==> src/rtl/cpu_param_pkg.sv <==
// Shared types and encodings for the parametrised accumulator CPU.
// The optional X post-increment is selected by CPU_PARAM_XINC_EN.
package cpu_param_pkg;

  typedef enum logic [1:0] {
    ST_FETCH,
    ST_IMM,
    ST_EXEC,
    ST_HALT
  } state_t;

  typedef enum logic [1:0] {
    ALU_ADD,
    ALU_SUB,
    ALU_SHR
  } alu_op_t;

  localparam logic [2:0] DST_A   = 3'd0;
  localparam logic [2:0] DST_B   = 3'd1;
  localparam logic [2:0] DST_X   = 3'd2;
  localparam logic [2:0] DST_Q   = 3'd3;
  localparam logic [2:0] DST_MEM = 3'd4;
  localparam logic [2:0] DST_JMP = 3'd5;
  localparam logic [2:0] DST_JZ  = 3'd6;
  localparam logic [2:0] DST_JC  = 3'd7;

  localparam logic [2:0] SRC_IMM = 3'd0;
  localparam logic [2:0] SRC_MEM = 3'd1;
  localparam logic [2:0] SRC_A   = 3'd2;
  localparam logic [2:0] SRC_B   = 3'd3;
  localparam logic [2:0] SRC_X   = 3'd4;
  localparam logic [2:0] SRC_ADD = 3'd5;
  localparam logic [2:0] SRC_SUB = 3'd6;
  localparam logic [2:0] SRC_SHR = 3'd7;

  localparam int IR_DST_HI = 7;
  localparam int IR_DST_LO = 5;
  localparam int IR_SRC_HI = 4;
  localparam int IR_SRC_LO = 2;
  localparam int IR_XINC   = 1;
  localparam int IR_HALT   = 0;

  function automatic logic is_alu_src(input logic [2:0] src);
    return (src == SRC_ADD) || (src == SRC_SUB) || (src == SRC_SHR);
  endfunction

endpackage

==> src/rtl/alu_param.sv <==
// Combinational add/subtract/shift-right for the accumulator CPU.
// Subtract carry is the no-borrow flag (a >= b unsigned).
module alu_param
  import cpu_param_pkg::*;
#(
  parameter int WIDTH = 8
) (
  input  logic [WIDTH-1:0] i_a,
  input  logic [WIDTH-1:0] i_b,
  input  alu_op_t          i_op,
  output logic [WIDTH-1:0] o_result,
  output logic             o_carry
);

  localparam logic [WIDTH:0] LP_ONE = {{WIDTH{1'b0}}, 1'b1};

  logic [WIDTH:0] w_sum;
  logic [WIDTH:0] w_diff;

  assign w_sum  = {1'b0, i_a} + {1'b0, i_b};
  assign w_diff = {1'b0, i_a} + {1'b0, ~i_b} + LP_ONE;

  always_comb begin
    o_result = w_sum[WIDTH-1:0];
    o_carry  = w_sum[WIDTH];
    case (i_op)
      ALU_SUB: begin
        o_result = w_diff[WIDTH-1:0];
        o_carry  = w_diff[WIDTH];
      end
      ALU_SHR: begin
        o_result = {1'b0, i_a[WIDTH-1:1]};
        o_carry  = i_a[0];
      end
      default: ;
    endcase
  end

endmodule

==> src/rtl/cpu_param.sv <==
// Multi-cycle accumulator CPU with req/ack program and data memory ports.
// Define CPU_PARAM_XINC_EN to enable the ir[1] X post-increment.
//
// state | meaning
// FETCH | read instruction at pc, pc += 1
// IMM   | read immediate at pc, pc += 1, write dest (MEM dest continues in EXEC)
// EXEC  | register/ALU move or data-memory access, write dest
// HALT  | idle until reset
module cpu_param
  import cpu_param_pkg::*;
#(
  parameter int WIDTH = 8
) (
  input  logic             clk,
  input  logic             resetBar,
  output logic             pmem_req,
  output logic [WIDTH-1:0] pmem_addr,
  input  logic             pmem_ack,
  input  logic [WIDTH-1:0] pmem_rdata,
  output logic             dmem_req,
  output logic             dmem_we,
  output logic [WIDTH-1:0] dmem_addr,
  output logic [WIDTH-1:0] dmem_wdata,
  input  logic             dmem_ack,
  input  logic [WIDTH-1:0] dmem_rdata,
  output logic [WIDTH-1:0] pc,
  output logic [WIDTH-1:0] areg,
  output logic [WIDTH-1:0] breg,
  output logic [WIDTH-1:0] xreg,
  output logic [WIDTH-1:0] qreg,
  output logic [7:0]       ir,
  output logic             qwrite,
  output logic             halted
);

  localparam logic [WIDTH-1:0] LP_ONE = {{(WIDTH-1){1'b0}}, 1'b1};

  state_t           r_state;
  state_t           w_next;
  logic [WIDTH-1:0] r_pc, r_a, r_b, r_x, r_q, r_imm;
  logic [7:0]       r_ir;
  logic             r_carry;
  logic             r_qwrite;

  logic [2:0]       w_dst, w_src, w_fetch_src;
  logic             w_mem_op, w_fetch_ack, w_imm_ack, w_done;
  logic             w_jump, w_zero, w_x_wr, w_alu_carry;
  logic [WIDTH-1:0] w_src_val, w_alu_res, w_x_next;
  alu_op_t          w_alu_op;

  assign w_dst       = r_ir[IR_DST_HI:IR_DST_LO];
  assign w_src       = r_ir[IR_SRC_HI:IR_SRC_LO];
  assign w_fetch_src = pmem_rdata[IR_SRC_HI:IR_SRC_LO];
  assign w_mem_op    = (w_src == SRC_MEM) || (w_dst == DST_MEM);
  assign w_zero      = (r_a == '0);

  assign w_fetch_ack = (r_state == ST_FETCH) && pmem_ack;
  assign w_imm_ack   = (r_state == ST_IMM) && pmem_ack;
  // An immediate bound for memory is parked in r_imm and written from EXEC.
  assign w_done      = (w_imm_ack && (w_dst != DST_MEM)) ||
                       ((r_state == ST_EXEC) && (!w_mem_op || dmem_ack));

  always_comb begin
    w_alu_op = ALU_ADD;
    if (w_src == SRC_SUB) w_alu_op = ALU_SUB;
    if (w_src == SRC_SHR) w_alu_op = ALU_SHR;
  end

  alu_param #(.WIDTH(WIDTH)) u_alu (
    .i_a      (r_a),
    .i_b      (r_b),
    .i_op     (w_alu_op),
    .o_result (w_alu_res),
    .o_carry  (w_alu_carry)
  );

  always_comb begin
    w_src_val = w_alu_res;
    case (w_src)
      SRC_IMM: w_src_val = (r_state == ST_IMM) ? pmem_rdata : r_imm;
      SRC_MEM: w_src_val = dmem_rdata;
      SRC_A:   w_src_val = r_a;
      SRC_B:   w_src_val = r_b;
      SRC_X:   w_src_val = r_x;
      default: ;
    endcase
  end

  always_comb begin
    w_jump = 1'b0;
    case (w_dst)
      DST_JMP: w_jump = 1'b1;
      DST_JZ:  w_jump = w_zero;
      DST_JC:  w_jump = r_carry;
      default: ;
    endcase
  end

`ifdef CPU_PARAM_XINC_EN
  logic [WIDTH-1:0] w_x_base;
  assign w_x_base = (w_dst == DST_X) ? w_src_val : r_x;
  assign w_x_wr   = w_done && ((w_dst == DST_X) || r_ir[IR_XINC]);
  assign w_x_next = w_x_base + {{(WIDTH-1){1'b0}}, r_ir[IR_XINC]};
`else
  assign w_x_wr   = w_done && (w_dst == DST_X);
  assign w_x_next = w_src_val;
`endif

  always_ff @(posedge clk or negedge resetBar) begin
    if (!resetBar) r_state <= ST_FETCH;
    else           r_state <= w_next;
  end

  // Requests are gated by resetBar so they drop the moment reset asserts.
  always_comb begin
    w_next   = r_state;
    pmem_req = 1'b0;
    dmem_req = 1'b0;
    dmem_we  = 1'b0;
    case (r_state)
      ST_FETCH: begin
        pmem_req = resetBar;
        if (pmem_ack) w_next = (w_fetch_src == SRC_IMM) ? ST_IMM : ST_EXEC;
      end
      ST_IMM: begin
        pmem_req = resetBar;
        if (w_imm_ack) begin
          if (w_dst == DST_MEM)    w_next = ST_EXEC;
          else if (r_ir[IR_HALT]) w_next = ST_HALT;
          else                    w_next = ST_FETCH;
        end
      end
      ST_EXEC: begin
        dmem_req = resetBar && w_mem_op;
        dmem_we  = resetBar && (w_dst == DST_MEM) && (w_src != SRC_MEM);
        if (w_done) w_next = r_ir[IR_HALT] ? ST_HALT : ST_FETCH;
      end
      default: ;
    endcase
  end

  always_ff @(posedge clk or negedge resetBar) begin
    if (!resetBar) begin
      r_pc     <= '0;
      r_a      <= '0;
      r_b      <= '0;
      r_x      <= '0;
      r_q      <= '0;
      r_imm    <= '0;
      r_ir     <= '0;
      r_carry  <= 1'b0;
      r_qwrite <= 1'b0;
    end else begin
      r_qwrite <= w_done && (w_dst == DST_Q);
      if (w_fetch_ack) begin
        r_ir <= pmem_rdata[7:0];
        r_pc <= r_pc + LP_ONE;
      end
      if (w_imm_ack) begin
        r_imm <= pmem_rdata;
        r_pc  <= r_pc + LP_ONE;
      end
      if (w_done) begin
        case (w_dst)
          DST_A:   r_a <= w_src_val;
          DST_B:   r_b <= w_src_val;
          DST_Q:   r_q <= w_src_val;
          default: ;
        endcase
        // A taken jump wins over the immediate's pc increment above.
        if (w_jump) r_pc <= w_src_val;
        if (is_alu_src(w_src)) r_carry <= w_alu_carry;
      end
      if (w_x_wr) r_x <= w_x_next;
    end
  end

  assign pmem_addr  = r_pc;
  assign dmem_addr  = r_x;
  assign dmem_wdata = w_src_val;
  assign pc         = r_pc;
  assign areg       = r_a;
  assign breg       = r_b;
  assign xreg       = r_x;
  assign qreg       = r_q;
  assign ir         = r_ir;
  assign qwrite     = r_qwrite;
  assign halted     = (r_state == ST_HALT);

endmodule

==> config.mk <==
export PLATFORM = sky130hd
export DESIGN_NAME = cpu_param
export DESIGN_NICKNAME = d
export VERILOG_FILES = /design/src/rtl/cpu_param_pkg.sv /design/src/rtl/alu_param.sv /design/src/rtl/cpu_param.sv
export SDC_FILE = /design/constraint.sdc
export NUM_CORES = 1
export LEC_CHECK = 0
export CAP_MARGIN = 25
export CORE_MARGIN = 1.5
export CORE_UTILIZATION = 34
export CTS_CLUSTER_DIAMETER = 60
export DETAILED_ROUTE_END_ITERATION = 10
export SLEW_MARGIN = 20
export SYNTH_ARGS = -nofsm -noshare
export SYNTH_HDL_FRONTEND = slang
export SYNTH_HIERARCHICAL = 1
export SYNTH_SLANG_ARGS = --single-unit
==> constraint.sdc <==
create_clock -name clk -period 5.3 [get_ports clk]
set_input_delay 1.59 -clock clk [delete_from_list [all_inputs] [get_ports clk]]
set_output_delay 1.59 -clock clk [all_outputs]
set_load 0.005 [all_outputs]
Yosys cells after proc, flatten, opt, wreduce, memory -nomap -nowiden
Cells that the tools add are included.
- bits in registers: 60
- output and inout bits: 77
- word-level logic and storage cells: 87
- add/sub/neg operators: 4
- equal/unequal tests: 24
- multiplexer cells: 21
- bitwise logic cells: 1
- reduce and logical (&&, ||, !) cells: 27
- operator list (operator ; count):
    $mux 8 ; 5
    $pmux 8 s5 ; 1
    $eq 3x3->1 const B ; 8
    $add 8x8->9 ; 2
    $pmux 8 s2 ; 1
    $mux 2 ; 7
    $eq 3x2->1 const B ; 4
    $add 9x1->9 const B ; 1
    $logic_and 1x1->1 ; 9
    $logic_not 3->1 ; 3
    $add 8x1->8 const B ; 1
    $logic_not 8->1 ; 1
    $not 8->8 ; 1
    $reduce_and 2->1 ; 4
    $eq 2x2->1 const B ; 3
    $eq 3x1->1 const B ; 2
    $ne 2x2->1 const B ; 3
    $pmux 2 s3 ; 1
    $logic_or 1x1->1 ; 5
    $eq 2x1->1 const B ; 2
    $mux 1 ; 4
    $reduce_and 4->1 ; 1
    $ne 3x1->1 const B ; 1
    $ne 3x3->1 const B ; 1
    6 further kinds ; 6

Longest topological paths before layout
- word-level depth: 8
- gate-level depth with buffers: 15
- gate-level depth less buffers: 12

Hierarchy
The synthesis kept the hierarchy.
- by module, submodules not included (module ; times used ; cells an instance ; area each (um^2) ; sequential area each (um^2)):
    cpu_param ; 1 ; 283 ; 3331.9 ; 1501.4
    alu_param ; 1 ; 128 ; 889.6 ; 0.0

Worst setup path after synthesis
No wires, ideal clock.
- path type: register -> output
- start: register r_ir[2], in the netlist ir[2]
- end: output dmem_wdata[6]
- arrival: 2439 ps
- data required time: 3710 ps
- setup slack: 1271 ps
- cell stages (with the launch flop): 13
- path buffers: 4
- cell sequence: dfrtp_1 buf_2 buf_2 buf_2 nor2_1 inv_1 ha_1 buf_12 nand2b_1 o31ai_1 a2bb2oi_1 nor2_1 a41oi_2
- longest elaborated chain between the ends: 6
- elaborated cells on any way between the ends: 13
- classes of those cells: eq/ne (8); mux (4); reduce/logical (1)
- RTL lines (what ; line ; RTL):
    start, declared ; cpu_param.sv:41 ; logic [7:0] r_ir;
    start signal, assigned ; cpu_param.sv:156 ; r_ir <= pmem_rdata[7:0];
    $eq 3x3->1 ; cpu_param.sv:65 ; if (w_src == SRC_SUB) w_alu_op = ALU_SUB;
    $mux 1 ; cpu_param.sv:65 ;
    $mux 2 (*) ; cpu_param.sv:66 ; if (w_src == SRC_SHR) w_alu_op = ALU_SHR;
    net w_alu_op[0] ; cpu_param.sv:49 ; alu_op_t w_alu_op;
    $eq 2x2->1 / $eq 2x1->1 (equally long branches) ; alu_param.sv:26 ; case (i_op)
    $pmux 8 s2 (*) ; alu_param.sv:26 ;
    net w_alu_res[6] ; cpu_param.sv:48 ; logic [WIDTH-1:0] w_src_val, w_alu_res, w_x_next;
    $pmux 8 s5 (*) ; cpu_param.sv:79 ; case (w_src)
    end, declared ; cpu_param.sv:23 ; output logic [WIDTH-1:0] dmem_wdata,
The timed path passes the listed nets; every way through them passes the cells marked *.

Worst setup path in the final report
- start: register r_a[0], in the netlist areg[0]
- end: output dmem_wdata[6]
- longest elaborated chain between the ends: 4
- elaborated cells on any way between the ends: 5
- classes of those cells: add/sub (3); mux (2)
- RTL lines (what ; line ; RTL):
    start, declared ; cpu_param.sv:40 ; logic [WIDTH-1:0] r_pc, r_a, r_b, r_x, r_q, r_imm;
    start signal, assigned ; cpu_param.sv:165 ; DST_A: r_a <= w_src_val;
    $add 8x8->9 ; alu_param.sv:21 ; assign w_diff = {1'b0, i_a} + {1'b0, ~i_b} + LP_ONE;
    $add 9x1->9 ; alu_param.sv:21 ;
    $pmux 8 s2 (*) ; alu_param.sv:26 ;
    net w_alu_res[6] ; cpu_param.sv:48 ;
    $pmux 8 s5 (*) ; cpu_param.sv:79 ;
Marks and branches as above.

==> metrics.csv <==
metric,value,unit
number of synthesized flops with an enable pin,0,
root buffer cell,clkbuf_16,
CP Class,reg2out,
clk sinks,60,
dpl cells,654,
endpoints failing setup,0,
Most used DFF post-synth,dfrtp_1,
CP required,3710,ps
Switching Share,0.4198,
via/cell ratio,5.257,
synth unique cells,57,
antenna violations before repair,0,
Placement Rows,40,
top cell type's share of synthesized area,0.3557,
minimum clock period,5048,ps
Tot GR Track Use,0.1898,
IO Port Bufs,96,
largest net degree at the start of global routing,54,
CTS tree,done,
final hold violations,0,
syn_area_per_cell,10.27,sq um
arrival time worst endpoint,3460,ps
clock-pin slew on the worst setup and hold paths,50,ps
unrepaired setup endpoints after global routing,no,
H-tree levels,3,
CP endpoint kind,primary output,
total number of vias,3517,
DRC,0,
Routed wire per std cell,17.92,um
global-route wire length before repair,19.09,mm
clk buf depth,2,
launch point of the worst path,areg[0],
synthesized instance count,411,
Yosys reg bits,60,
Switch Pwr,1825,uW
leakage power,0.002270,uW
Layout Utilization,0.4593,
die height,114.4,um
ANT cells,0,
first-iteration detailed-routing DRC count,243,
status,completed,
Post-CTS Setup Inserts,0,
grt ovf,0,
nets,543,
final cell count without fillers,669,
clock insertion delay at the later pin of the skew report,330,ps
post-route ant nets,0,
count of TritonRoute iterations in the first routing pass,4,
crit-path max FO,7,
synthesized area,4222,sq um
post-CTS sizing,0,
worst setup slack after layout,252.0,ps
cell taking the most area after synthesis,dfrtp_1,
total power,4347,uW
actual slew at the worst max-slew pin,682.4,ps
Area contributors post-synth,"dfrtp_1, mux2_2, ha_1",
register-to-register setup slack,2290,ps
Initial Util,0.3500,
Logic pwr share,0.649,
WL final,11.99,mm
crit path to,dmem_wdata[6],
normalized max-slew margin,0.5451,
Syn-to-layout area delta,31.24,%
critical register-to-register path endpoint,pc[6],
Reg2Reg Depth,12,
Hold Path Class,reg2reg,
clock network fraction of total power,0.123,
register area share after synthesis,0.3557,
maxcap violations,0,
Int Power,2522,uW
Core Area,12060,sq um
vias in the first global route,3466,
"Slew Viols, Final",0,
DP Wirelength,8.908,mm
layout cells sized above 1,0.2156,
hold buffers post-CTS,0,
CTS Buf Count,9,
Top Ports,97,
yosys warns,6,
Synthesized Nets,457,
Die Wd,114.4,um
max frequency,198.1,MHz
area of the die,13090,sq um
skew final,4.274,ps
P per Cell Area,784.6,nW/um^2
"FFs w/ async S/R, synth",1.000,
dpl ws,385.0,ps
period utilization,0.9525,
global placer's final weighted congestion,0.8966,
Peak VDD IR,0.0003649,V
CP startpoint kind,register,
RR Startpoint,areg[0],
Sum Neg Setup Slack,0,ps
sequential power share,0.227,
[metrics by stage]
step | area (sq um) | hold slack [ps]
floorplan | 4222 | 475.4
global placement | 5270 | 485.2
detailed placement | 5270 | 491.2
CTS | 5540 | 502.4
global route | 5540 | 512.3
finish | 5540 | 500.6
[power by group through the flow]
stage	clock network [uW]	registers, uW	logic (uW)
5_1_grt	570	1030	3080
4_1_cts	541	990	2820
6_report	536	989	2820
3_5_place_dp	0	994	2800
2_1_floorplan	0	921	1660
3_3_place_gp	0	982	2770
[critical path, cell delays in order, from the launching register on]
cell	delay, ps
dfrtp_1	510
ha_1	210
inv_1	50
fa_1	410
o21bai_1	150
a21oi_1	140
o311a_1	330
nor2_1	110
a2bb2oi_1	260
nor2_1	110
a41oi_2	280
clkdlybuf4s50_1	560
[registers in the layout (all words and copies together) (netlist names)]
register   count
areg           8
breg           8
dmem_addr      8
ir             8
pc             8
qreg           8
r_imm          8
r_state        2
qwrite         1
r_carry        1
[worst min path at each step]
stage	from	to	cells after the start
final	r_imm[1]	r_imm[1]	1
after global routing	r_imm[5]	r_imm[5]	1
after CTS	r_imm[3]	r_imm[3]	1
after detailed placement	r_imm[3]	r_imm[3]	1
after global placement	r_imm[7]	r_imm[7]	1
after floorplan	r_imm[0]	r_imm[0]	1
[routing by layer]
metal,part of all wire,track usage,up-vias
met5,0,0,-
met3,0.035,0.03600,14
li1,-,-,1653
met2,0.47,0.3054,94
met1,0.48,0.2621,1756
met4,0.014,0.05000,0
[synth_stat cells, drive strengths merged (3+ instances only)]
cell type	number
buf	26
o31ai	3
nand3b	8
nor2	25
nor4	3
nand2	20
a21o	5
dfrtp	60
nor2b	6
inv	24
a221oi	3
a41oi	6
mux2	75
clkbuf	8
nor3	8
ha	24
xor2	6
o211ai	4
nor3b	4
nand3	4
nand2b	4
a221o	3
o21ai	26
nand4	3
a22oi	4
a21oi	19
[cells by family after synthesis]
| family | Yosys count | share of synthesized area |
|---|---|---|
| and+or+nand+nor | 93 | 0.1183 |
| AOI/OAI and AO/OA | 90 | 0.1541 |
| muxes | 76 | 0.2024 |
| DFF | 60 | 0.3557 |
| buffers and inverters | 58 | 0.07232 |
| adders and majority gates | 26 | 0.08062 |
| xor gates and xnor gates | 8 | 0.01660 |
[cell type report]
cell class / instances / area [sq um]
clock buffers: 13 / 260.3
clock inverters: 2 / 10.01
fillers: 1146 / 6521
inverters: 24 / 90.09
multi-input cells: 293 / 2415
flip-flops and latches: 60 / 1501
well taps: 168 / 210.2
repair buffers: 109 / 1054
[placed cells by master, fill, tap and decap left out, drive strengths merged, types with 2 or more instances in the layout]
cell,n
a31oi,2
nor3b,4
o21bai,2
clkdlybuf4s50,95
a41oi,6
nand2b,4
a2bb2oi,2
o21ai,26
a221o,3
a22oi,4
xnor2,2
a21oi,19
clkinv,2
xor2,6
nand4,3
a21o,5
nor2b,6
nor3,8
nand2,20
o221ai,2
clkbuf,13
fa,2
a221oi,3
dfrtp,60
nor4b,2
o21a,2
nand3,4
o31ai,3
inv,24
ha,24
o211ai,4
buf,14
nor2,25
nor4,3
nand3b,8
mux2,75
No activity file was read; power rests on OpenSTA's default activity.
